==> src/rtl/game_pkg.sv <==
// Shared types and constants for the game control path: FSM state encoding,
// strobe decoding and the watchdog fault flag layout.
package game_pkg;

  typedef enum logic [3:0] {
    S_INIT      = 4'd0,
    S_IDLE      = 4'd1,
    S_GEN_MOVE  = 4'd2,
    S_CHECK     = 4'd3,
    S_APPLY     = 4'd4,
    S_MOVE_E    = 4'd5,
    S_DRAW_MAP  = 4'd6,
    S_DRAW_LINK = 4'd7,
    S_DRAW_E    = 4'd8
  } state_e;

  localparam logic ON  = 1'b1;
  localparam logic OFF = 1'b0;

  localparam int unsigned TE_MAP   = 0;
  localparam int unsigned TE_LINK  = 1;
  localparam int unsigned TE_ENEMY = 2;

  localparam int unsigned WD_W        = 20;
  localparam int unsigned NUM_STROBES = 9;

  // One-hot strobe vector, bit order {draw_e, draw_link, draw_map, move_e,
  // apply, check, gen_move, idle, init}; unknown encodings decode as INIT.
  function automatic logic [NUM_STROBES-1:0] strobe_of(input state_e s);
    logic [NUM_STROBES-1:0] v;
    v = '0;
    case (s)
      S_INIT:      v[0] = ON;
      S_IDLE:      v[1] = ON;
      S_GEN_MOVE:  v[2] = ON;
      S_CHECK:     v[3] = ON;
      S_APPLY:     v[4] = ON;
      S_MOVE_E:    v[5] = ON;
      S_DRAW_MAP:  v[6] = ON;
      S_DRAW_LINK: v[7] = ON;
      S_DRAW_E:    v[8] = ON;
      default:     v[0] = ON;
    endcase
    return v;
  endfunction

endpackage

==> src/rtl/frame_sequencer_draw_watchdog.sv <==
// Cycle counter shared by the three draw states. It holds at zero outside a
// draw state and clears whenever the sequencer advances, so every draw state
// starts counting from zero on its entry cycle.
module draw_watchdog
  import game_pkg::*;
#(
  parameter logic [WD_W-1:0] LIMIT = 20'd131071
) (
  input  logic            clk_i,
  input  logic            rst_ni,
  input  logic            active_i,
  input  logic            clear_i,
  output logic [WD_W-1:0] cnt_o,
  output logic            timeout_o
);

  logic [WD_W-1:0] cnt_q, cnt_d;

  // Next count: clear on leave/advance, otherwise saturating increment.
  always_comb begin
    cnt_d = cnt_q;
    if (!active_i || clear_i) begin
      cnt_d = '0;
    end else if (cnt_q != '1) begin
      cnt_d = cnt_q + WD_W'(1);
    end
  end

  // Count register with synchronous active-low reset.
  always_ff @(posedge clk_i) begin
    if (!rst_ni) begin
      cnt_q <= '0;
    end else begin
      cnt_q <= cnt_d;
    end
  end

  assign cnt_o     = cnt_q;
  assign timeout_o = active_i && (cnt_q >= (LIMIT - WD_W'(1)));

endmodule

==> src/rtl/frame_sequencer.sv <==
// Per-frame control FSM for the game datapath: init, idle wait, the four
// single-cycle logic steps and three watchdog-guarded draw states. Strobes
// are registered one-hot outputs; frame count and sticky draw faults are
// exported for debug display.
module frame_sequencer
  import game_pkg::*;
#(
  parameter int unsigned     INIT_CYCLES  = 4,
  parameter logic [WD_W-1:0] DRAW_TIMEOUT = 20'd131071,
  parameter int unsigned     FC_W         = 8
) (
  input  logic            clock,
  input  logic            resetn,
  input  logic            pause,
  input  logic            idle_done,
  input  logic            draw_map_done,
  input  logic            draw_link_done,
  input  logic            draw_enemies_done,
  output logic            init,
  output logic            idle,
  output logic            gen_move,
  output logic            check_collide,
  output logic            apply_act_link,
  output logic            move_enemies,
  output logic            draw_map,
  output logic            draw_link,
  output logic            draw_enemies,
  output logic [FC_W-1:0] frame_count,
  output logic [2:0]      timeout_err
);

  localparam int unsigned     IC_W      = $clog2(INIT_CYCLES + 1);
  localparam logic [IC_W-1:0] INIT_LAST = IC_W'(INIT_CYCLES - 1);

  state_e                 state_q, state_d;
  logic [IC_W-1:0]        init_cnt_q;
  logic [NUM_STROBES-1:0] strobe_q;
  logic [FC_W-1:0]        frame_count_q;
  logic [2:0]             timeout_err_q;

  logic            in_draw, done_sel, sampled, adv, wd_timeout;
  logic [2:0]      err_mask;
  logic [WD_W-1:0] wd_cnt;

  draw_watchdog #(
    .LIMIT(DRAW_TIMEOUT)
  ) u_wd (
    .clk_i    (clock),
    .rst_ni   (resetn),
    .active_i (in_draw),
    .clear_i  (adv),
    .cnt_o    (wd_cnt),
    .timeout_o(wd_timeout)
  );

  // Select the done flag and fault bit of the current draw state. A done is
  // only honoured from the second cycle on, so a level left over from the
  // previous engine cannot skip the entry cycle.
  always_comb begin
    in_draw  = OFF;
    done_sel = OFF;
    err_mask = '0;
    case (state_q)
      S_DRAW_MAP: begin
        in_draw            = ON;
        done_sel           = draw_map_done;
        err_mask[TE_MAP]   = ON;
      end
      S_DRAW_LINK: begin
        in_draw            = ON;
        done_sel           = draw_link_done;
        err_mask[TE_LINK]  = ON;
      end
      S_DRAW_E: begin
        in_draw            = ON;
        done_sel           = draw_enemies_done;
        err_mask[TE_ENEMY] = ON;
      end
      default: ;
    endcase
    sampled = in_draw && (wd_cnt != '0) && done_sel;
    adv     = sampled || wd_timeout;
  end

  // Next-state selection; any unknown encoding falls back to INIT.
  always_comb begin
    state_d = state_q;
    case (state_q)
      S_INIT:      if (init_cnt_q >= INIT_LAST) state_d = S_DRAW_MAP;
      S_IDLE:      if (idle_done && !pause) state_d = S_GEN_MOVE;
      S_GEN_MOVE:  state_d = S_CHECK;
      S_CHECK:     state_d = S_APPLY;
      S_APPLY:     state_d = S_MOVE_E;
      S_MOVE_E:    state_d = S_DRAW_MAP;
      S_DRAW_MAP:  if (adv) state_d = S_DRAW_LINK;
      S_DRAW_LINK: if (adv) state_d = S_DRAW_E;
      S_DRAW_E:    if (adv) state_d = S_IDLE;
      default:     state_d = S_INIT;
    endcase
  end

  // State, registered strobes, init hold counter, frame counter, fault flags.
  always_ff @(posedge clock) begin
    if (!resetn) begin
      state_q       <= S_INIT;
      strobe_q      <= strobe_of(S_INIT);
      init_cnt_q    <= '0;
      frame_count_q <= '0;
      timeout_err_q <= '0;
    end else begin
      state_q  <= state_d;
      strobe_q <= strobe_of(state_d);
      if (state_q == S_INIT) begin
        init_cnt_q <= init_cnt_q + IC_W'(1);
      end else begin
        init_cnt_q <= '0;
      end
      if (state_q == S_DRAW_E && adv) begin
        frame_count_q <= frame_count_q + FC_W'(1);
      end
      if (wd_timeout && !sampled) begin
        timeout_err_q <= timeout_err_q | err_mask;
      end
    end
  end

  assign {draw_enemies, draw_link, draw_map, move_enemies, apply_act_link,
          check_collide, gen_move, idle, init} = strobe_q;
  assign frame_count = frame_count_q;
  assign timeout_err = timeout_err_q;

endmodule

==> config.mk <==
export PLATFORM = sky130hd
export DESIGN_NAME = frame_sequencer
export DESIGN_NICKNAME = d
export VERILOG_FILES = /design/src/rtl/game_pkg.sv /design/src/rtl/frame_sequencer_draw_watchdog.sv /design/src/rtl/frame_sequencer.sv
export SDC_FILE = /design/constraint.sdc
export NUM_CORES = 1
export LEC_CHECK = 0
export ABC_AREA = 1
export CAP_MARGIN = 25
export CORE_MARGIN = 10
export CORE_UTILIZATION = 55
export CTS_BUF_LIST = sky130_fd_sc_hd__clkbuf_16
export DETAILED_ROUTE_END_ITERATION = 16
export PLACE_DENSITY_LB_ADDON = 0.2
export SLEW_MARGIN = 40
export SYNTH_ARGS = -nofsm -noshare
export SYNTH_HDL_FRONTEND = slang
export SYNTH_SLANG_ARGS = --single-unit
==> constraint.sdc <==
create_clock -name clock -period 2.45 [get_ports clock]
set_clock_uncertainty 0.2 [all_clocks]
set_input_delay 0.49 -clock clock [delete_from_list [all_inputs] [get_ports clock]]
set_output_delay 0.49 -clock clock [all_outputs]
set_load 0.01 [all_outputs]
==> flow_summary.yaml <==
run_status:
  status: "completed"
synth:
  syn_area_mm2: 0.00223
  synthTopCellsByArea: "dfxtp_1 42%, nand2_1 8.2%, nor2_1 7.4%"
  synth_cells: 303
  seq_area_frac_synth_pct: 42.1
  yosys_register_bits: 47
  ys_warn_count: 0
  synth_area_per_cell_um2: 7.37
  yosysTopAreaCell: "dfxtp_1"
  synth-edff-count: 0
  async_reset_ff_share_pct: 0
  synth_commonest_cells: "49 x nand2_1, 47 x dfxtp_1, 44 x nor2_1"
  synth_top_flop_cell: "dfxtp_1"
  yosysTopAreaCellShare_pct: 42.1
  synth_most_common_cell: "nand2_1"
  synth.distinct_cells: 34
floorplan:
  dieArea_mm2: 0.00701
  core_mm2: 0.00397
  die_y_um: 83.7
  start_util_pct: 56.2
  ios: 27
  die-width_um: 83.7
  rows: 23
power_and_ir_drop:
  power_density_mw_per_mm2: 735
  sw_frac_of_total_pct: 27.8
  comb_power_share_pct: 20.2
  leakagePower_nw: 1.13
  p_int_w: 0.00145
  power.switching_w: 0.000558
  seqPwrFrac_pct: 43.1
  peakVddDrop_mv: 0.544
  pwr-share-clk_pct: 36.7
place:
  port_buffers: 26
  globalplace.congestion: 0.889
  dp_hpwl_um: 3470
setup_path:
  crit_top_cell: "nor2_1"
  path_class: "flip-flop to flip-flop"
  crit_path_start_kind: "flip-flop"
  endpoint_kind: "flip-flop"
  slowest_stage: "dfxtp_1"
  cp.required_ns: 2.44
  rrSetupSlack_ns: 0.32
  crit_path_max_incr_delay_ns: 0.34
  arrival_ns: 2.12
  critPathMaxFanout: 4
  worstPathCellList: "ha_1, nand3_1, inv_1, nand4_1, nor2_2, nor2_1, nand2_1, nor2_1, a21oi_1, a211oi_2"
layout:
  nFillCells: 343
  area_growth_pct: 22.2
  final_nets: 351
  layout.core_utilization_pct: 68.7
  num_antenna_cells: 0
  drive_gt1_share_pct: 11.8
clocking:
  numCtsBuffers: 5
  ctsResizeCount: 0
  clock_latency_ns: 0.28
  path_clk_slew_ns: 0.06
  cts_tree: "done"
  cts-root-buf: "clkbuf_16"
  postCtsSetupRepairBufs: 0
  htreeDepth: 2
  holdBufCountCts: 0
  clockBufferDepth: 2
  clock_sinks: 47
route:
  vias_per_cell: 5.03
  vias: 1953
  drt_pass1_iterations: 4
  wl_per_cell_um: 11.8
  drc: 0
  ant_nets: 0
  drt-total-wl_um: 4560
  drt_first_iter_violations: 100
grt:
  grt_max_degree: 14
  antenna_found_initial: 0
  grt_usage_pct: 13.1
  grt_pass1_vias: 1806
  grt.overflow.total: 0
  grt_pass1_wl_um: 7910
timing:
  finalHoldViolCount: 0
  grt_setup_unrepaired: "false"
  drv_slew: 0
  period_share_pct: 87.0
  min_period_ns: 2.13
  setup_viol: 0
  max_freq_mhz: 469
  finalSetupTns_ns: 0
flow_run:
  cap_viol_max_count: 0
min_path:
  min_path_type: "flip-flop to flip-flop"
[metrics by stage]
stage                     area (um^2)  worst slack, ns  std cells  power (W)  hold slack [ns]
after global placement           2570            0.334        381    0.00127            0.229
after detailed placement         2570            0.267        381    0.00128            0.243
after global routing             2730           0.0860        388    0.00212            0.272
after CTS                        2730            0.309        388    0.00202            0.251
final                            2730            0.318        388    0.00201            0.250
after floorplan                  2240            0.615        305    0.00117            0.218
[area by class of cell]
cell class	count	area [um^2]	area share, %
Tap cell	50	62.6	2.29
Clock inverter	2	33.8	1.24
Sequential cell	47	941	34.5
Multi-Input combinational cell	207	1100	40.5
Inverter	48	180	6.60
Timing Repair Buffer	29	283	10.4
Clock buffer	5	125	4.58
[worst paths after layout]
check	start	end	depth (start not counted)
worst max-delay path	u_wd.cnt_o[0]$_SDFFE_PP0P_	u_wd.cnt_o[11]$_SDFFE_PP0P_	10
worst min register to register	timeout_err[2]$_SDFFE_PN0P_	timeout_err[2]$_SDFFE_PN0P_	2
worst max register to register	u_wd.cnt_o[0]$_SDFFE_PP0P_	u_wd.cnt_o[11]$_SDFFE_PP0P_	10
worst min-delay path	timeout_err[2]$_SDFFE_PN0P_	timeout_err[2]$_SDFFE_PN0P_	2
[flip-flops by register name, summed over array words and instances, names as in the netlist]
register	flops
state_q	4
timeout_err	3
frame_count	8
init_cnt_q	3
u_wd.cnt_o	20
strobe_q	9
[power groups by stage]
| stage | logic (W) | clock network [W] | registers, W |
|---|---|---|---|
| after floorplan | 0.000284 | 0 | 0.000882 |
| after global placement | 0.000395 | 0 | 0.000878 |
| after detailed placement | 0.000403 | 0 | 0.000879 |
| after CTS | 0.000405 | 0.000747 | 0.000864 |
| after global routing | 0.000469 | 0.000780 | 0.000873 |
| final | 0.000406 | 0.000736 | 0.000865 |
[layer usage]
metal	vias to the layer above	global-route usage [%]	part of all wire, %	wire length (um)
li1	1037	-	-	-
met1	877	16.3	49	2230
met2	35	20.8	45	2060
met3	4	4.69	5.0	227
met4	0	3.65	0.94	43
met5	-	0	0	0
[cells by family after synthesis]
kind of cell | synth area share [%]
simple gates | 33.0
buf+inv | 8.74
flops | 42.1
compound gates | 11.0
fa+ha+maj | 3.36
xor+xnor | 1.57
other cells | 0.168
[critical path, delay by kind of cell, from the launching register on]
kind | cells | cell delay, ns
and+or+nand+nor | 6 | 0.89
DFF | 1 | 0.34
AOI/OAI and AO/OA | 2 | 0.34
adders and majority gates | 1 | 0.22
buffers and inverters | 1 | 0.04
[placed cells by master (no fill, tap or decap), types with 2 or more instances in the layout]
master,count
nand2_1,49
dfxtp_1,47
inv_1,44
nor2_1,44
clkdlybuf4s50_1,26
a21oi_1,25
nand3_1,16
o21ai_0,11
nand2_2,7
nor3_1,7
nand4_1,6
ha_1,6
inv_2,5
clkbuf_16,5
nor2_2,4
xor2_1,3
nand3_2,3
nand2_4,3
buf_4,3
conb_1,3
nor2_4,2
a211oi_2,2
o21ai_1,2
o21a_1,2
nor3b_2,2
Note: power is estimated with default switching activity, not from simulation.
